<file path="src/rtl/i2c_slave_regfile.sv">
// System-clocked I2C slave with a byte-wide register file, pointer-based random access,
// auto-incrementing bursts, repeated START support and a local read / write-notify port.
module i2c_slave_regfile #(
   parameter logic [6:0] SLAVE_ADDR = 7'h50,
   parameter int         ADDR_W     = 4
) (
   input  logic              clock_in,
   input  logic              reset_in,
   input  logic              i2c_scl_in,
   input  logic              i2c_sda_in,
   output logic              i2c_sda_oe,
   input  logic [ADDR_W-1:0] loc_rd_addr,
   output logic [7:0]        loc_rd_data,
   output logic              wr_strobe,
   output logic [ADDR_W-1:0] wr_addr,
   output logic [7:0]        wr_data,
   output logic              busy
);

   localparam int                DEPTH   = 2 ** ADDR_W;
   localparam logic [ADDR_W-1:0] PTR_ONE = {{(ADDR_W-1){1'b0}}, 1'b1};

   typedef enum logic [3:0] {
      S_IDLE,
      S_ADDR,
      S_ADDR_ACK,
      S_PTR,
      S_PTR_ACK,
      S_WDATA,
      S_WDATA_ACK,
      S_RDATA,
      S_IGNORE
   } state_t;

   logic [1:0]        r_sclSync;
   logic [1:0]        r_sdaSync;
   logic              r_sclPrev;
   logic              r_sdaPrev;
   logic              r_sclRise;
   logic              r_sclFall;
   logic              r_start;
   logic              r_stop;

   state_t            r_state;
   logic [3:0]        r_bitCnt;
   logic [7:0]        r_shift;
   logic [ADDR_W-1:0] r_ptr;
   logic              r_rw;
   logic              r_oe;
   logic              r_busy;
   logic              r_wrStrobe;
   logic [ADDR_W-1:0] r_wrAddr;
   logic [7:0]        r_wrData;
   logic [7:0]        r_regs [DEPTH];

   logic [7:0]        w_rxByte;
   logic              w_lastBit;

   // Synchronisers idle high so reset release never fakes a START/STOP.
   // r_sdaPrev is time-aligned with the registered event pulses and serves as the SDA sample.
   always_ff @(posedge clock_in or negedge reset_in) begin
      if (!reset_in) begin
         r_sclSync <= 2'b11;
         r_sdaSync <= 2'b11;
         r_sclPrev <= 1'b1;
         r_sdaPrev <= 1'b1;
         r_sclRise <= 1'b0;
         r_sclFall <= 1'b0;
         r_start   <= 1'b0;
         r_stop    <= 1'b0;
      end else begin
         r_sclSync <= {r_sclSync[0], i2c_scl_in};
         r_sdaSync <= {r_sdaSync[0], i2c_sda_in};
         r_sclPrev <= r_sclSync[1];
         r_sdaPrev <= r_sdaSync[1];
         r_sclRise <= r_sclSync[1] & ~r_sclPrev;
         r_sclFall <= ~r_sclSync[1] & r_sclPrev;
         r_start   <= r_sclSync[1] & r_sclPrev & r_sdaPrev & ~r_sdaSync[1];
         r_stop    <= r_sclSync[1] & r_sclPrev & ~r_sdaPrev & r_sdaSync[1];
      end
   end

   assign w_rxByte  = {r_shift[6:0], r_sdaPrev};
   assign w_lastBit = (r_bitCnt == 4'd7);

   // ACK states: the first scl_fall pulls SDA low, the second releases it and moves on.
   always_ff @(posedge clock_in or negedge reset_in) begin
      if (!reset_in) begin
         r_state    <= S_IDLE;
         r_bitCnt   <= 4'd0;
         r_shift    <= 8'h00;
         r_ptr      <= '0;
         r_rw       <= 1'b0;
         r_oe       <= 1'b0;
         r_busy     <= 1'b0;
         r_wrStrobe <= 1'b0;
         r_wrAddr   <= '0;
         r_wrData   <= 8'h00;
         for (int i = 0; i < DEPTH; i++) r_regs[i] <= 8'h00;
      end else begin
         r_wrStrobe <= 1'b0;
         if (r_stop) begin
            r_state  <= S_IDLE;
            r_oe     <= 1'b0;
            r_busy   <= 1'b0;
            r_bitCnt <= 4'd0;
         end else if (r_start) begin
            r_state  <= S_ADDR;
            r_oe     <= 1'b0;
            r_bitCnt <= 4'd0;
         end else begin
            case (r_state)
               S_IDLE: begin
                  r_oe   <= 1'b0;
                  r_busy <= 1'b0;
               end

               S_ADDR: begin
                  if (r_sclRise) begin
                     r_shift  <= w_rxByte;
                     r_bitCnt <= r_bitCnt + 4'd1;
                     if (w_lastBit) begin
                        if (w_rxByte[7:1] == SLAVE_ADDR) begin
                           r_rw    <= w_rxByte[0];
                           r_busy  <= 1'b1;
                           r_state <= S_ADDR_ACK;
                        end else begin
                           r_busy  <= 1'b0;
                           r_state <= S_IGNORE;
                        end
                     end
                  end
               end

               S_PTR: begin
                  if (r_sclRise) begin
                     r_shift  <= w_rxByte;
                     r_bitCnt <= r_bitCnt + 4'd1;
                     if (w_lastBit) begin
                        r_ptr   <= w_rxByte[ADDR_W-1:0];
                        r_state <= S_PTR_ACK;
                     end
                  end
               end

               S_WDATA: begin
                  if (r_sclRise) begin
                     r_shift  <= w_rxByte;
                     r_bitCnt <= r_bitCnt + 4'd1;
                     if (w_lastBit) begin
                        r_regs[r_ptr] <= w_rxByte;
                        r_wrStrobe    <= 1'b1;
                        r_wrAddr      <= r_ptr;
                        r_wrData      <= w_rxByte;
                        r_ptr         <= r_ptr + PTR_ONE;
                        r_state       <= S_WDATA_ACK;
                     end
                  end
               end

               S_ADDR_ACK, S_PTR_ACK, S_WDATA_ACK: begin
                  if (r_sclFall) begin
                     if (!r_oe) begin
                        r_oe <= 1'b1;
                     end else begin
                        r_bitCnt <= 4'd0;
                        if (r_state == S_ADDR_ACK && r_rw) begin
                           r_shift <= r_regs[r_ptr];
                           r_oe    <= ~r_regs[r_ptr][7];
                           r_ptr   <= r_ptr + PTR_ONE;
                           r_state <= S_RDATA;
                        end else begin
                           r_oe    <= 1'b0;
                           r_state <= (r_state == S_ADDR_ACK) ? S_PTR : S_WDATA;
                        end
                     end
                  end
               end

               // r_bitCnt holds the number of bits already clocked out; 8 means master ACK slot.
               S_RDATA: begin
                  if (r_sclRise) begin
                     if (r_bitCnt == 4'd8) begin
                        if (!r_sdaPrev) begin
                           r_shift  <= r_regs[r_ptr];
                           r_ptr    <= r_ptr + PTR_ONE;
                           r_bitCnt <= 4'd0;
                        end else begin
                           r_oe    <= 1'b0;
                           r_busy  <= 1'b0;
                           r_state <= S_IGNORE;
                        end
                     end else begin
                        r_bitCnt <= r_bitCnt + 4'd1;
                     end
                  end else if (r_sclFall) begin
                     if (r_bitCnt == 4'd8) r_oe <= 1'b0;
                     else                  r_oe <= ~r_shift[3'd7 - r_bitCnt[2:0]];
                  end
               end

               S_IGNORE: begin
                  r_oe   <= 1'b0;
                  r_busy <= 1'b0;
               end

               default: begin
                  r_state <= S_IDLE;
                  r_oe    <= 1'b0;
                  r_busy  <= 1'b0;
               end
            endcase
         end
      end
   end

   assign i2c_sda_oe  = r_oe;
   assign busy        = r_busy;
   assign wr_strobe   = r_wrStrobe;
   assign wr_addr     = r_wrAddr;
   assign wr_data     = r_wrData;
   assign loc_rd_data = r_regs[loc_rd_addr];

endmodule

</file>
<file path="config.mk">
export PLATFORM = sky130hd
export DESIGN_NAME = i2c_slave_regfile
export DESIGN_NICKNAME = d
export VERILOG_FILES = /design/src/rtl/i2c_slave_regfile.sv
export SDC_FILE = /design/constraint.sdc
export NUM_CORES = 1
export LEC_CHECK = 0
export BUFFER_PORTS_ARGS = -buffer_cell sky130_fd_sc_hd__buf_2
export CORE_UTILIZATION = 45
export CTS_CLUSTER_DIAMETER = 40
export DETAILED_ROUTE_END_ITERATION = 16
export GPL_TIMING_DRIVEN = 0
export PLACE_DENSITY = 0.64
export SETUP_SLACK_MARGIN = 0.5
export SLEW_MARGIN = 20
export SYNTH_ARGS = -nofsm -noshare
export SYNTH_HDL_FRONTEND = slang
export SYNTH_SLANG_ARGS = --single-unit
</file>
<file path="constraint.sdc">
create_clock -name clock_in -period 2.2 [get_ports clock_in]
set_input_delay 0.11 -clock clock_in [delete_from_list [all_inputs] [get_ports clock_in]]
set_output_delay 0.11 -clock clock_in [all_outputs]
set_load 0.01 [all_outputs]
</file>
==> metrics, run 1 <==
Sw Ratio roughly 27%; IO Port Bufs 27; ys async rst share 100%; placed insts 931; Worst Path Arrival 2.80 ns; Required @ worst endpoint 2.52 ns; Fin. Hold Viols 0; Mapped Area 9280 sq um; sequential area share after synthesis 47.0%; largest net degree at the start of global routing 100; core area approximately 20000 sq um; fmax just over 0.4 GHz; clk_skew 0.00851 ns; met2 Resource Use GR 41.1%; nets between 700 and 800; minimum clock period 2.48 ns; Worst Setup Path Type flip-flop to flip-flop; Main synth FF type dfrtp_1; DR pass1 iterations 5; RR Startpoint r_ptr[0]$_DFFE_PN0P_; Area Growth Syn to Fin 34.5%; pre-CTS setup slack -0.506 ns; DP HPWL 17.5 mm; Post-synth EDFFs 0; Setup crit end kind flip-flop; initial antenna violation count 0; fraction of layout cells with a size suffix above 1 63.0%; crit-path max FO 6; via count 6305; CTS buffer count 17; Comb pwr share 11.0%; Worst R2R Setup Slack -0.28 ns; Slew @ Worst Pin 0.767 ns; H-tree levels 4; NetSw approximately 1.9 mW; Setup WS post-layout -0.279 ns; Final Setup Violations 54; Most Used Layer, Global Route met2; maxcap violations 0; post-synth net total 647; Final Instance Area 12500 sq um; drt drc 0; Yosys reg bits 174; Yosys cell types 56; final non-filler cell total around 1k; row cnt 52; commonest cells after routing, fill and taps aside dfrtp_1 (164), mux2_4 (151), mux4_2 (81); Clock Sinks 174; clock root buffer clkbuf_16; fin. max-slew vios 0; total gr overflow 0; RSZ-0062 raised after global routing yes; Tcrit/Tclk final 113%; Reg clk slew, reported paths 0.07 ns; # fillers 1486; commonest non-fill, non-tap cell in the layout dfrtp_1; PwrDens 569 nW/um^2; critical path startpoint category flip-flop; Initial Utilization between 40% and 50%; routed vias/inst 6.14; boundary pin count 31; Avg Inst Size Synth 14.7 sq um; Hold Slack 0.224 ns; routing usage on met3 6.30%; leakage 5.45 nW; Design Power 7.10 mW; Synth Instances between 600 and 700; number of global-route vias before repair between 6k and 7k; CTS tree yes; Die W 146 um; Routed WL 26.9 mm; Die Y 146 um; outcome complete, but fails checks; first-pass GRT wire length 41.7 mm; Max IR drop VDD 0.487 mV; antenna cell count 0; failing checks negative setup slack; Iteration-0 DRC Markers 426; Clk pwr share 42.4%; ANT nets after route 0; internal power 5.16 mW; met1 Use GR between 30 and 40%; Max Root-Sink Buffers 2; Synthesis Warnings 0; Critical R2R Capture r_shift[1]$_DFFE_PN0P_; Clk Latency, worst-skew pair between 0.4 and 0.5 ns; HP Class input port to asynchronous set/reset pin; register share of total power 46.6%; Max-slew headroom about half; R2R depth 6; die area 21200 sq um; RD Place Congestion 0.887; area post-placement roughly 11000 sq um; GRT Util Overall 26.6%; Routed wire per std cell 26.2 um
## state kept, by name, summed over array words and instances (netlist names), 4 cells and up
signal    flops
r_regs      128
r_shift       8
wr_data       8
r_bitCnt      4
r_ptr         4
r_state       4
wr_addr       4
## worst max-delay path, cell delays in order, from the launching register on
cell and delay, ns:
dfrtp_2 0.44, buf_12 0.17, buf_12 0.15, mux4_2 0.55
mux4_2 0.51, mux2_4 0.28, mux2_2 0.25
## cell families (layout without fill, tap and decap cells)
family          after synthesis  after routing  synth area share, %
xor+xnor                      1              1               0.0944
flops                       174            174                 47.0
mux                         241            241                 39.5
compound gates               52             52                 3.87
fa+ha+maj                     7              7                0.917
buf+inv                      71            195                 3.45
simple gates                 87             87                 5.19
## cells in the mapped netlist, drive strengths merged (2+ instances only)
cell type,count,share of area [%]
nor2b,8,0.54
buf,28,1.7
nand4,2,0.13
clkbuf,35,1.4
inv,8,0.32
or2,3,0.20
o21ai,9,0.49
o22ai,3,0.20
a21boi,2,0.16
nand4b,3,0.28
mux2,157,19
a21oi,12,0.65
a311o,2,0.22
mux2i,3,0.32
nor2,14,0.57
dfstp,6,1.7
dfrtp,168,45
or3,3,0.20
nand2,12,0.49
nor3b,2,0.16
o31ai,2,0.16
a31oi,2,0.13
o21bai,2,0.16
a2bb2oi,4,0.38
and3,18,1.2
nor3,7,0.38
and2,2,0.13
a22oi,2,0.16
nand2b,2,0.13
o21ba,2,0.22
ha,6,0.81
nand3,7,0.38
mux4,81,20
## metal layers
layer,vias to the layer above,part of all wire (%)
li1,2645,-
met1,3392,43
met2,227,48
met3,41,6.1
met4,0,2.0
met5,-,0
## worst max-delay path by stage
stage	start	end
after floorplan	r_ptr[0]$_DFFE_PN0P_	r_shift[0]$_DFFE_PN0P_
after global placement	reset_in	r_regs[13]$_DFFE_PN0P_
after detailed placement	r_ptr[1]$_DFFE_PN0P_	r_shift[1]$_DFFE_PN0P_
after CTS	r_ptr[0]$_DFFE_PN0P_	r_shift[3]$_DFFE_PN0P_
after global routing	r_ptr[0]$_DFFE_PN0P_	r_shift[3]$_DFFE_PN0P_
final	r_ptr[0]$_DFFE_PN0P_	r_shift[1]$_DFFE_PN0P_
## stage by stage
stage          utilization [%]  setup TNS, ns
3_3_place_gp              52.2        -318.05
4_1_cts                   59.9          -1.77
5_1_grt                   61.7         -10.06
6_report                  61.7          -2.34
2_1_floorplan                -         -0.417
3_5_place_dp              52.4         -54.51
## power groups by stage
stage	Combinational [mW]	Sequential (mW)	Clock, mW
after floorplan	0.351	3.34	0
after global placement	0.566	3.36	0
after detailed placement	0.595	3.36	0
after global routing	0.843	3.31	3.16
final	0.783	3.31	3.01
after CTS	0.745	3.30	3.04
## area by class of cell
type,instances,area [sq um],share of cell area (%)
Buffer,63,709,5.68
Clock buffer,18,439,3.52
Clock inverter,14,130,1.04
Inverter,8,35.0,0.281
Multi-Input combinational cell,388,5530,44.3
Sequential cell,174,4370,35.0
Tap cell,270,338,2.71
Timing Repair Buffer,92,933,7.48
## what timing repair did
action	4_1_cts	5_1_grt
hold endpoints to repair	71	0
gates cloned	4	1
pin swaps	20	25
setup endpoints to repair	172	172
resized for setup	133	45
hold buffers	3	0
buffers inserted	38	18
Note: power is estimated with default switching activity, not from simulation.
==> run 2: changes to the inputs <==
--- a/config.mk
+++ b/config.mk
@@ -10,8 +10,9 @@
 export CTS_CLUSTER_DIAMETER = 40
 export DETAILED_ROUTE_END_ITERATION = 16
 export GPL_TIMING_DRIVEN = 0
-export PLACE_DENSITY = 0.64
-export SETUP_SLACK_MARGIN = 0.5
+export PLACE_DENSITY = 0.62
+export SETUP_SLACK_MARGIN = 0.3
+export SKIP_LAST_GASP = 1
 export SLEW_MARGIN = 20
 export SYNTH_ARGS = -nofsm -noshare
 export SYNTH_HDL_FRONTEND = slang
==> constraint.sdc (replaced) <==
create_clock -name clock_in -period 2.75 [get_ports clock_in]
set_input_delay 0.1375 -clock clock_in [delete_from_list [all_inputs] [get_ports clock_in]]
set_output_delay 0.1375 -clock clock_in [all_outputs]
set_load 0.01 [all_outputs]
==> run 2 against run 1 <==
The flow finishes with violations (design-rule violations). Utilization decreased by 8.9 points. Sequential cell count did not move. Largest power group unchanged. Power shrank 23%. Sequential share of layout area rose by 5.9 points. Critical endpoint is now r_shift[3]$_DFFE_PN0P_. Cell count fell by 4.8%. Register-to-register slack improved by 0.53 ns.
==> metrics, run 2 (synthesized netlist as in run 1, its figures left out) <==
Critical R2R Capture r_shift[3]$_DFFE_PN0P_; largest net degree at the start of global routing 93 (-7.0%); WL met3 1.13 mm (-30%); boundary pin count 31 (unchanged); Slew @ Worst Pin 0.940 ns (+0.173 ns); outcome complete, but fails checks; uppermost layer routed met4; area post-placement 9790 sq um (-7.7%); minimum clock period 2.50 ns (+0.0165 ns); largest register by flop count r_regs; Design Power 5.45 mW (-23%); HP Class input port to asynchronous set/reset pin; PwrDens 511 nW/um^2 (-10%); IO Port Bufs 27 (unchanged); Setup crit end kind flip-flop; total gr overflow 0 (unchanged); Fin. Hold Viols 0 (unchanged); leakage 4.91 nW (-9.8%); Hold Slack 0.267 ns (+0.0426 ns); Worst R2R Setup Slack 0.25 ns (+0.53 ns); CTS buffer count 17 (unchanged); critical path startpoint category flip-flop; Reg clk slew, reported paths 0.07 ns (about the same); Max IR drop VDD 0.375 mV (-23%); DRT met1 WL 10.9 mm (-6.7%); RSZ-0062 raised after global routing yes; Iteration-0 DRC Markers 420 (-1.4%); Routed WL 24.5 mm (-8.8%); maxcap violations 0 (unchanged); Area Growth Syn to Fin 15.0%; drt drc 1 (+1); Die W 146 um (unchanged); RR Startpoint r_ptr[1]$_DFFE_PN0P_; failing checks design-rule violations; CP startpoint r_ptr[1]$_DFFE_PN0P_; Tcrit/Tclk final 90.7% (-22 points); end of the critical path r_shift[3]$_DFFE_PN0P_; first-pass GRT wire length 38.2 mm (-8.3%); initial antenna violation count 0 (unchanged); Worst Path Arrival 2.82 ns (+0.02 ns); Routed wire per std cell 25.1 um (-4.3%); commonest non-fill, non-tap cell in the layout dfrtp_1; fin. max-slew vios 0 (unchanged); Largest register FFs 128 (unchanged); routed vias/inst 6.17 (+0.58%); clock root buffer clkbuf_16; ANT nets after route 0 (unchanged); Setup WS post-layout 0.255 ns (+0.534 ns); Clock Sinks 174 (unchanged); Die Y 146 um (unchanged); R2R depth 6 (unchanged); fraction of layout cells with a size suffix above 1 50.1% (-13 points); nets 710 (-6.3%); Max-slew headroom 37.3% (-12 points); Clk Latency, worst-skew pair 0.45 ns (about the same); row cnt 52 (unchanged); crit-path max FO 10 (+4); Required @ worst endpoint 3.08 ns (+0.56 ns); Routed met2 length 11.9 mm (-9.0%); Final Instance Area 10700 sq um (-15%); # fillers 1684 (+13%); GRT Util Overall 24.3% (-2.3 points); Max Root-Sink Buffers 2 (unchanged); DP HPWL 17.0 mm (-3.0%); number of global-route vias before repair 6361 (-5.6%); H-tree levels 4 (unchanged); Final Setup Violations 0 (-100%); Initial Utilization 45.9% (unchanged); fmax 0.401 GHz (-0.66%); die area 21200 sq um (unchanged); commonest cells after routing, fill and taps aside dfrtp_1 (166), mux2_2 (151), mux4_2 (77); antenna cell count 0 (unchanged); clk_skew 0.0148 ns (+0.00632 ns); pre-CTS setup slack -0.528 ns (-0.0220 ns); core area 20200 sq um (unchanged); RD Place Congestion 0.866 (-2.4%); Worst Setup Path Type flip-flop to flip-flop; Final Util 52.7% (-8.9 points); via count 6039 (-4.2%); DR pass1 iterations 10 (+5); CTS tree yes
-- run 2: where the power goes --
part	switching (mW)	internal, mW	total [mW]
combinational	0.321	0.147	0.468
clock	1.11	1.23	2.34
sequential	0.0423	2.60	2.64
-- run 2: final cells by class --
type | instances | area, sq um | share of cell area [%]
buffer | 63 | 430 | 4.03
clock buffer | 20 | 457 | 4.28
clock inverter | 11 | 97.6 | 0.915
inverter | 8 | 30.0 | 0.281
multi-input combinational | 388 | 4610 | 43.2
sequential | 174 | 4360 | 40.9
tap | 270 | 338 | 3.17
timing repair buffer | 44 | 339 | 3.18
-- run 2: repair_timing --
| item | 4_1_cts | 5_1_grt |
|---|---|---|
| setup buffers | 5 | 6 |
| endpoints found under the hold margin | 87 | 0 |
| gates cloned | 0 | 2 |
| resized for setup | 36 | 33 |
| pin swaps | 1 | 1 |
| hold buffers | 3 | 0 |
| setup endpoints to repair | 147 | 145 |
-- run 2: through the flow --
stage                     TNS, ns  std cells
after global routing            0        978
final                           0        978
after global placement    -180.43        930
after CTS                       0        970
after detailed placement   -19.29        931
after floorplan                 0        633
-- run 2: worst min-delay path by stage --
stage	startpoint	to	slack, ns	cells after the start
2_1_floorplan	reset_in	busy$_DFFE_PN0P_	-0.16	0
3_3_place_gp	i2c_scl_in	r_sclSync[0]$_DFF_PN1_	0.24	1
3_5_place_dp	reset_in	r_state[3]$_DFFE_PN0P_	0.22	1
4_1_cts	i2c_sda_in	r_sdaSync[0]$_DFF_PN1_	0.32	2
5_1_grt	i2c_scl_in	r_sclSync[0]$_DFF_PN1_	0.33	2
6_report	reset_in	r_state[3]$_DFFE_PN0P_	0.27	2
-- run 2: layer usage --
metal	up-vias	global-route usage, %
met5	-	0
met4	0	8.84
met3	47	4.29
met2	194	38.9
met1	3258	33.5
li1	2540	-
-- run 2: worst max-delay path, stage by stage (launching register included) --
cell and delay, ns:
dfrtp_1 0.39, clkbuf_4 0.27, clkbuf_8 0.26, mux4_2 0.36
mux4_2 0.54, mux2_4 0.29, mux2_4 0.26
